`src/rtl/prog_launcher.sv`:
```
// Front-end sequencer: clears and preloads data memory with the core held in START,
// runs the core until DONE or timeout, then streams a window of result bytes.
module prog_launcher #(
    parameter int          AW       = 8,
    parameter int          DW       = 8,
    parameter int          RD_BASE  = 5,
    parameter int          RD_COUNT = 4,
    parameter int unsigned TIMEOUT  = 4096
) (
    input  logic          CLK,
    input  logic          RESET,
    input  logic          GO,
    input  logic          CLR_EN,
    input  logic          LD_VALID,
    output logic          LD_READY,
    input  logic [AW-1:0] LD_ADDR,
    input  logic [DW-1:0] LD_DATA,
    input  logic          LD_LAST,
    output logic          DM_WE,
    output logic [AW-1:0] DM_ADDR,
    output logic [DW-1:0] DM_WDATA,
    input  logic [DW-1:0] DM_RDATA,
    output logic          START,
    input  logic          DONE,
    output logic          RES_VALID,
    output logic [AW-1:0] RES_ADDR,
    output logic [DW-1:0] RES_DATA,
    output logic          BUSY,
    output logic          TIMED_OUT
);
    typedef enum logic [2:0] {
        S_IDLE, S_CLEAR, S_LOAD, S_LAUNCH, S_RUN, S_READ, S_FIN
    } state_t;

    localparam logic [AW:0]   RD_N     = (AW+1)'(RD_COUNT);
    localparam logic [AW-1:0] RD_FIRST = AW'(RD_BASE);
    localparam logic [31:0]   RUN_LAST = 32'(TIMEOUT - 1);

    state_t        state, next_state;
    logic [AW-1:0] clr_addr;
    logic [31:0]   run_cnt;
    logic [AW:0]   rd_idx;
    logic [AW-1:0] rd_addr;
    logic          rd_issue;
    logic          run_expired;
    logic          res_valid;
    logic [AW-1:0] res_addr;
    logic          timed_out;

    assign rd_issue    = (state == S_READ) && (rd_idx < RD_N);
    assign rd_addr     = RD_FIRST + rd_idx[AW-1:0];
    assign run_expired = (TIMEOUT != 0) && (run_cnt == RUN_LAST);

    // NOTE: sequential state is updated with non-blocking assignments only.
    always_ff @(posedge CLK or posedge RESET) begin
        if (RESET) state <= S_IDLE;
        else       state <= next_state;
    end

    always_comb begin
        next_state = state;
        case (state)
            S_IDLE:   if (GO) next_state = CLR_EN ? S_CLEAR : S_LOAD;
            S_CLEAR:  if (clr_addr == '1) next_state = S_LOAD;
            S_LOAD:   if (LD_VALID && LD_LAST) next_state = S_LAUNCH;
            S_LAUNCH: next_state = S_RUN;
            S_RUN: begin
                // DONE in the last allowed cycle still wins over the timeout
                if (DONE)             next_state = S_READ;
                else if (run_expired) next_state = S_FIN;
            end
            S_READ:   if (rd_idx == RD_N) next_state = S_FIN;
            S_FIN:    if (!GO) next_state = S_IDLE;
            default:  next_state = S_IDLE;
        endcase
    end

    // NOTE: every output gets a default before the case so no latch is inferred.
    always_comb begin
        START    = (state != S_RUN);
        BUSY     = (state != S_IDLE) && (state != S_FIN);
        LD_READY = 1'b0;
        DM_WE    = 1'b0;
        DM_ADDR  = '0;
        DM_WDATA = '0;
        case (state)
            S_CLEAR: begin
                DM_WE   = 1'b1;
                DM_ADDR = clr_addr;
            end
            S_LOAD: begin
                // Write lands in the handshake cycle itself, no registered WE
                LD_READY = 1'b1;
                DM_WE    = LD_VALID;
                DM_ADDR  = LD_ADDR;
                DM_WDATA = LD_DATA;
            end
            S_READ:  if (rd_issue) DM_ADDR = rd_addr;
            default: ;
        endcase
    end

    always_ff @(posedge CLK or posedge RESET) begin
        if (RESET) begin
            clr_addr  <= '0;
            run_cnt   <= '0;
            rd_idx    <= '0;
            res_valid <= 1'b0;
            res_addr  <= '0;
            timed_out <= 1'b0;
        end else begin
            clr_addr  <= (state == S_CLEAR) ? clr_addr + 1'b1 : '0;
            run_cnt   <= (state == S_RUN) ? run_cnt + 32'd1 : '0;
            rd_idx    <= (state == S_READ) ? rd_idx + 1'b1 : '0;
            res_valid <= rd_issue;
            if (rd_issue) res_addr <= rd_addr;
            if (state == S_IDLE && GO)
                timed_out <= 1'b0;
            else if (state == S_RUN && !DONE && run_expired)
                timed_out <= 1'b1;
        end
    end

    // Read data arrives one cycle after the address, alongside the strobe
    assign RES_VALID = res_valid;
    assign RES_ADDR  = res_addr;
    assign RES_DATA  = res_valid ? DM_RDATA : '0;
    assign TIMED_OUT = timed_out;

endmodule

```
`config.mk`:
```
export PLATFORM = sky130hd
export DESIGN_NAME = prog_launcher
export DESIGN_NICKNAME = d
export VERILOG_FILES = /design/src/rtl/prog_launcher.sv
export SDC_FILE = /design/constraint.sdc
export NUM_CORES = 1
export LEC_CHECK = 0
export CORE_MARGIN = 2
export CORE_UTILIZATION = 45
export CTS_CLUSTER_SIZE = 10
export DETAILED_ROUTE_END_ITERATION = 7
export PLACE_DENSITY_LB_ADDON = 0.15
export RECOVER_POWER = 50
export SYNTH_ARGS = -nofsm -noshare
export SYNTH_HDL_FRONTEND = slang
export SYNTH_SLANG_ARGS = --single-unit
export TNS_END_PERCENT = 50
```
`constraint.sdc`:
```
create_clock -name CLK -period 3.1 [get_ports CLK]
set_clock_uncertainty 0.1 [all_clocks]
set_input_delay 0.62 -clock CLK [delete_from_list [all_inputs] [get_ports CLK]]
set_output_delay 0.62 -clock CLK [all_outputs]
set_load 0.005 [all_outputs]
```
==> results.py <==
metrics = {
    "placement": {
        "dp_hpwl_um": 5290,
        "io_buffers": 68,
        "globalplace.congestion": 0.793,
        "place_ws_ps": 21.7,
    },
    "cells_and_area": {
        "syn_to_final_growth_pct": 31.5,
        "diodes": 0,
        "layout-drive-gt1-share_pct": 10.8,
        "nets": 477,
        "fill_cells": 651,
    },
    "power": {
        "leakage_nw": 1.79,
        "pwr-share-comb_pct": 33.9,
        "vdd_ir_drop_max_mv": 0.293,
        "p_int_mw": 1.68,
        "p_seq_share_pct": 38.0,
        "p_switching_mw": 0.726,
        "power_density_nw_per_um2": 544,
        "clockPowerShare_pct": 28.2,
        "swShare_pct": 30.2,
    },
    "sta": {
        "period_needed_ps": 2990,
        "setup_violations": 0,
        "final_hold_viol_count": 0,
        "max_slew_margin_pct": -1.88,
        "fin_crit_sh_pct": 96.6,
        "max_clock_freq_mhz": 334,
        "setup_ws_ps": 106,
        "tightest_slew_ps": 1530,
        "drv_slew": 63,
        "fin_setup_tns_ps": 0,
    },
    "critical_path": {
        "worst-path-max-fanout": 6,
        "cp.arrival_ps": 2270,
        "cp-start-kind": "flip-flop",
        "reg2reg_slack_ps": 770,
        "max_stage_delay_ps": 530,
        "critical-path-top-delay-family": "simple AND/OR/NAND/NOR gates",
        "crit_path_frequent_cell": "or4_4",
        "cp.buffers_inverters": 2,
        "cp_slowest_cell": "or4_4",
        "cp-end-kind": "primary output",
        "worstSetupPathType": "reg2out",
        "crit_required_ps": 2380,
        "path_cells": "or4_4, or4_4, buf_4, nor2_4, a221o_1, clkdlybuf4s15_1",
    },
    "worst_hold_path": {
        "hp-class": "reg2reg",
    },
    "global_routing": {
        "grt.total_usage_pct": 19.6,
        "grt_start_max_net_pins": 63,
        "grt_pass1_vias": 2796,
        "antenna_found_initial": 0,
        "grt_overflow_total": 0,
        "grt_pass1_wl_um": 13100,
    },
    "run": {
        "max_cap_violations": 1,
    },
    "logic_synthesis": {
        "synth_nets": 399,
        "yosys-top-cells-count": "dfrtp_1 (62), nor2_1 (34), nand2_1 (24)",
        "synth_top_flop_cell": "dfrtp_1",
        "synth_top_family_by_area": "simple AND/OR/NAND/NOR gates",
        "yosys.cell_count.top_type": "dfrtp_1",
        "muxShareOfSynthArea_pct": 1.27,
        "synth.distinct_cells": 47,
        "yosysTopAreaCell": "dfrtp_1",
        "synthArstFlopShare_pct": 100,
        "synth_edf_count": 0,
        "synth_xor_area_share_pct": 6.00,
        "syn_inst": 364,
        "syn_avg_cell_area_um2": 9.23,
        "ys_ff_latch": 62,
        "yosys.area_share.simple_pct": 28.3,
        "yosysTopAreaCellShare_pct": 46.2,
        "synth_area_um2": 3360,
        "yosys_warnings": 0,
        "ys_seq_area_share_pct": 46.2,
        "synth_area_leaders": "dfrtp_1 (46%), and2_1 (4.3%), nor2_1 (3.8%)",
        "synthAdderAreaFrac_pct": 1.49,
        "synth_compound_gate_area_share_pct": 12.7,
    },
    "run_status": {
        "outcome": "complete, but fails checks",
        "violations": "capacitance limit, slew limit",
    },
    "die": {
        "rows": 31,
        "start_util_pct": 46.3,
        "die_area_um2": 8170,
        "fp.dieH_um": 90.4,
        "core-area_um2": 7250,
        "fp.dieW_um": 90.4,
        "io_pins": 69,
    },
    "clock_tree": {
        "clock_latency_ps": 330,
        "clkTransAtPathRegs_ps": 60,
        "cts.sinks": 62,
        "h-tree-depth": 3,
        "clockBufferDepth": 2,
        "cts_buffers": 9,
        "hold_buffers": 0,
        "cts_tree": "done",
        "cts-root-buf": "clkbuf_8",
    },
    "drt": {
        "route.detailed.drc": 0,
        "wl_per_cell_um": 13.9,
        "dr.pass1.iters": 4,
        "via_count": 2896,
        "drt_iter0_drc": 98,
        "ant_nets": 0,
        "via_per_inst": 5.31,
        "finalWirelength_um": 7570,
    },
}
==> power groups by stage <==
stage                     clock, mW  combinational, mW  sequential (mW)
after floorplan                   0              0.428            0.917
after global placement            0              0.825            0.926
after detailed placement          0              0.834            0.927
after CTS                     0.701              0.838            0.913
after global routing          0.745              0.908            0.921
final                         0.677              0.815            0.913
==> cell families after synthesis <==
logic type / after synthesis
AND/OR/NAND/NOR: 169
AO/OA/AOI/OAI: 68
flip-flops: 62
buffers and inverters: 34
XOR/XNOR: 23
multiplexers: 4
adder cells (fa/ha/maj): 4
==> registers in the layout, indices dropped and copies added (netlist names) <==
register,cells
RES_ADDR,8
RES_VALID,1
TIMED_OUT,1
clr_addr,8
rd_idx,9
run_cnt,32
state,3
==> timing repair <==
item | CTS | global route
pin swaps | 2 | 0
gates resized for setup | 11 | 3
setup endpoints to repair | 4 | 2
setup buffers | 4 | 0
gates cloned | 0 | 0
==> worst reg2reg max path, stage by stage (launching register included) <==
cell and delay [ps]:
dfrtp_1 400, nand3_1 190, or4_1 810, nor4_1 350, mux2_2 370
==> metrics by stage <==
stage	power (mW)	cell area (µm²)	hold WS [ps]	std cells	utilization (%)
floorplan	1.35	3360	373	364	-
global placement	1.75	4200	365	526	57.9
detailed placement	1.76	4200	370	526	57.9
CTS	2.45	4430	390	545	61.1
global route	2.57	4420	399	545	60.9
finish	2.40	4420	385	545	60.9
==> layout make-up <==
cell class,count,area (µm²),area share [%]
timing repair buffer,86,806,18.2
clock buffer,10,138,3.11
tap,99,124,2.80
inverter,15,56.3,1.27
clock inverter,5,50.0,1.13
sequential,62,1550,35.1
multi-input combinational,268,1690,38.3
==> path summary, 6_finish.rpt <==
kind / startpoint / depth (start not counted) / end
setup / recovery: rd_idx[8] / 6 / DM_ADDR[3]
hold / removal: RES_ADDR[7] / 1 / RES_ADDR[7]
setup reg to reg: run_cnt[7] / 4 / run_cnt[23]
hold reg to reg: RES_ADDR[7] / 1 / RES_ADDR[7]
max in group asynchronous: RESET / 3 / state[0]
min in group asynchronous: RESET / 3 / rd_idx[0]
==> metal layers <==
layer  wire length [µm]  vias up  global-route usage [%]
li1                   -     1460                       -
met1               3420     1376                    24.9
met2               3790       53                    33.3
met3                295        7                    4.92
met4                 65        0                    5.38
met5                  0        -                       0
==> cells in the final DEF (no fill, tap or decap), drive strengths merged, types with 11 or more instances in the layout <==
master / netlist / final
or4: 13 / 13
and2: 23 / 23
dfrtp: 62 / 62
xnor2: 11 / 11
nor2: 34 / 34
nor4: 12 / 12
a21oi: 21 / 21
clkbuf: 15 / 13
nand4: 14 / 14
nand2: 24 / 24
o21ai: 19 / 19
inv: 15 / 14
clkdlybuf4s50: 0 / 63
nand3: 17 / 17
xor2: 12 / 12
buf: 4 / 15
Note: power is estimated with default switching activity, not from simulation.
==> RTL edit (same flow settings) <==
Encoding of `state_t`: now Gray code (3 bits for 7 states).
--- a/src/rtl/prog_launcher.sv
+++ b/src/rtl/prog_launcher.sv
@@ -29,7 +29,7 @@
     output logic          TIMED_OUT
 );
     typedef enum logic [2:0] {
-        S_IDLE, S_CLEAR, S_LOAD, S_LAUNCH, S_RUN, S_READ, S_FIN
+        S_IDLE = 3'b000, S_CLEAR = 3'b001, S_LOAD = 3'b011, S_LAUNCH = 3'b010, S_RUN = 3'b110, S_READ = 3'b111, S_FIN = 3'b101
     } state_t;
 
     localparam logic [AW:0]   RD_N     = (AW+1)'(RD_COUNT);
Function: same outputs for any inputs over 10 cycles, from zero or initial values and one cycle with RESET high; not proved beyond that.
==> RTL edit against the unedited design <==
Synthesized cell count fell by 9.3%; global-route usage fell by 0.48 points; setup slack improved by 0.12 ns; first-iteration DRC count rose by 68%; final cell count fell by 7.3%; power fell by 3.6%; cell area fell by 6.5%; sequential cell count did not move; count of clock-buffer cells in the layout rose by 4; synthesized area fell by 5.5%; maximum frequency rose by 4.1%; die area fell by 5.2%; routed wire length fell by 10%.
==> RTL edit: results (changes against the unedited design) <==
timing:
  fin_hold_ws_ns: 0.382  # was 0.385 ns
finish:
  drive_gt1_frac: 0.0611  # was 0.108
  fin_nets: 440  # was 477
synth:
  ys_top_cells_by_count: "62 x dfrtp_1, 48 x nor2_1, 28 x xor2_1, 20 x nand2_1, 20 x nand3_1"  # was 62 x dfrtp_1, 34 x nor2_1, 24 x nand2_1, 23 x and2_1, 21 x a21oi_1
  synthMuxAreaShare: 0.00709  # was 0.0127
  ys_seq_area_frac: 0.489  # was 0.462
  synth_cell_type_count: 43  # was 47
  synth_compound_area_frac: 0.0788  # was 0.127
  synthesis.nets: 365  # was 399
routing:
  met3_length_um: 277  # was 295 um
  initialDrtViolationCount: 165  # was 98
  wl_met1_um: 3250  # was 3420 um
  via_count: 2627  # was 2896
  met2_length_um: 3180  # was 3790 um
place:
  post-place-ws_ns: 0.543  # was 0.0217 ns
grt:
  grt_pass1_wl_um: 11700  # was 13100 um
  grtUsageMet3: 0.0396  # was 0.0492
  grt_use_met1: 0.276  # was 0.249
  met2_usage: 0.278  # was 0.333
  grt_usage: 0.191  # was 0.196
outcome:
  status: "finished clean"  # was finished, violations left
clocking:
  cts_setup_buffers: 0  # was 4
worst_setup_path:
  r2r_start: "state[2]$_DFFE_PP0P_"  # was run_cnt[7]$_DFF_PP0_
  rr_worst_depth: 6  # was 4
  cpMaxStageDelayCell: "clkdlybuf4s50_1"  # was or4_4
  r2r_end: "state[1]$_DFFE_PP0P_"  # was run_cnt[23]$_DFF_PP0_
  critPathMaxStageDelay_ns: 0.49  # was 0.53 ns
  cp.arrival_ns: 2.16  # was 2.27 ns
power:
  leakagePower_uw: 0.00176  # was 0.00179 uW
[RTL edit: cell types whose count changed in the layout (fill, tap and decap cells not counted), sizes merged, moves of 6 or more]
cell | unedited run | this run
a21oi | 21 | 11
and2 | 23 | 15
and3 | 4 | 14
buf | 15 | 5
nand3 | 17 | 23
nor2 | 34 | 49
o31ai | 9 | 1
or4 | 13 | 2
xor2 | 12 | 28
[RTL edit: cell type report]
type / count / share of cell area
well taps: 96 / 0.0291
flip-flops and latches: 62 / 0.375
repair buffers: 77 / 0.178
clock inverters: 1 / 0.00121
clock buffers: 14 / 0.0393
multi-input cells: 245 / 0.368
inverters: 10 / 0.00908
[RTL edit: stage by stage]
stage | std cells | utilization
6_report | 505 | 0.608
5_1_grt | 505 | 0.608
4_1_cts | 505 | 0.614
3_5_place_dp | 490 | 0.589
3_3_place_gp | 490 | 0.589
2_1_floorplan | 330 | -
[RTL edit: where the power goes]
part	internal (uW)	leakage (uW)	total (uW)	switching (uW)
combinational	413	0.000816	753	340
sequential	872	0.000854	945	73.7
clock	329	0.0000865	620	291
[RTL edit: worst max path at each step]
| stage | depth (start not counted) | to | start | slack [ns] |
|---|---|---|---|---|
| global placement | 5 | DM_ADDR[3] | rd_idx[7]$_DFF_PP0_ | 0.57 |
| finish | 5 | DM_ADDR[3] | rd_idx[7]$_DFF_PP0_ | 0.22 |
| global route | 5 | DM_ADDR[2] | state[0]$_DFFE_PP0P_ | 0.03 |
| floorplan | 1 | RES_ADDR[0]$_DFFE_PP0N_ | RESET | 0.84 |
| CTS | 5 | DM_ADDR[3] | rd_idx[7]$_DFF_PP0_ | 0.19 |
| detailed placement | 5 | DM_ADDR[3] | rd_idx[7]$_DFF_PP0_ | 0.54 |
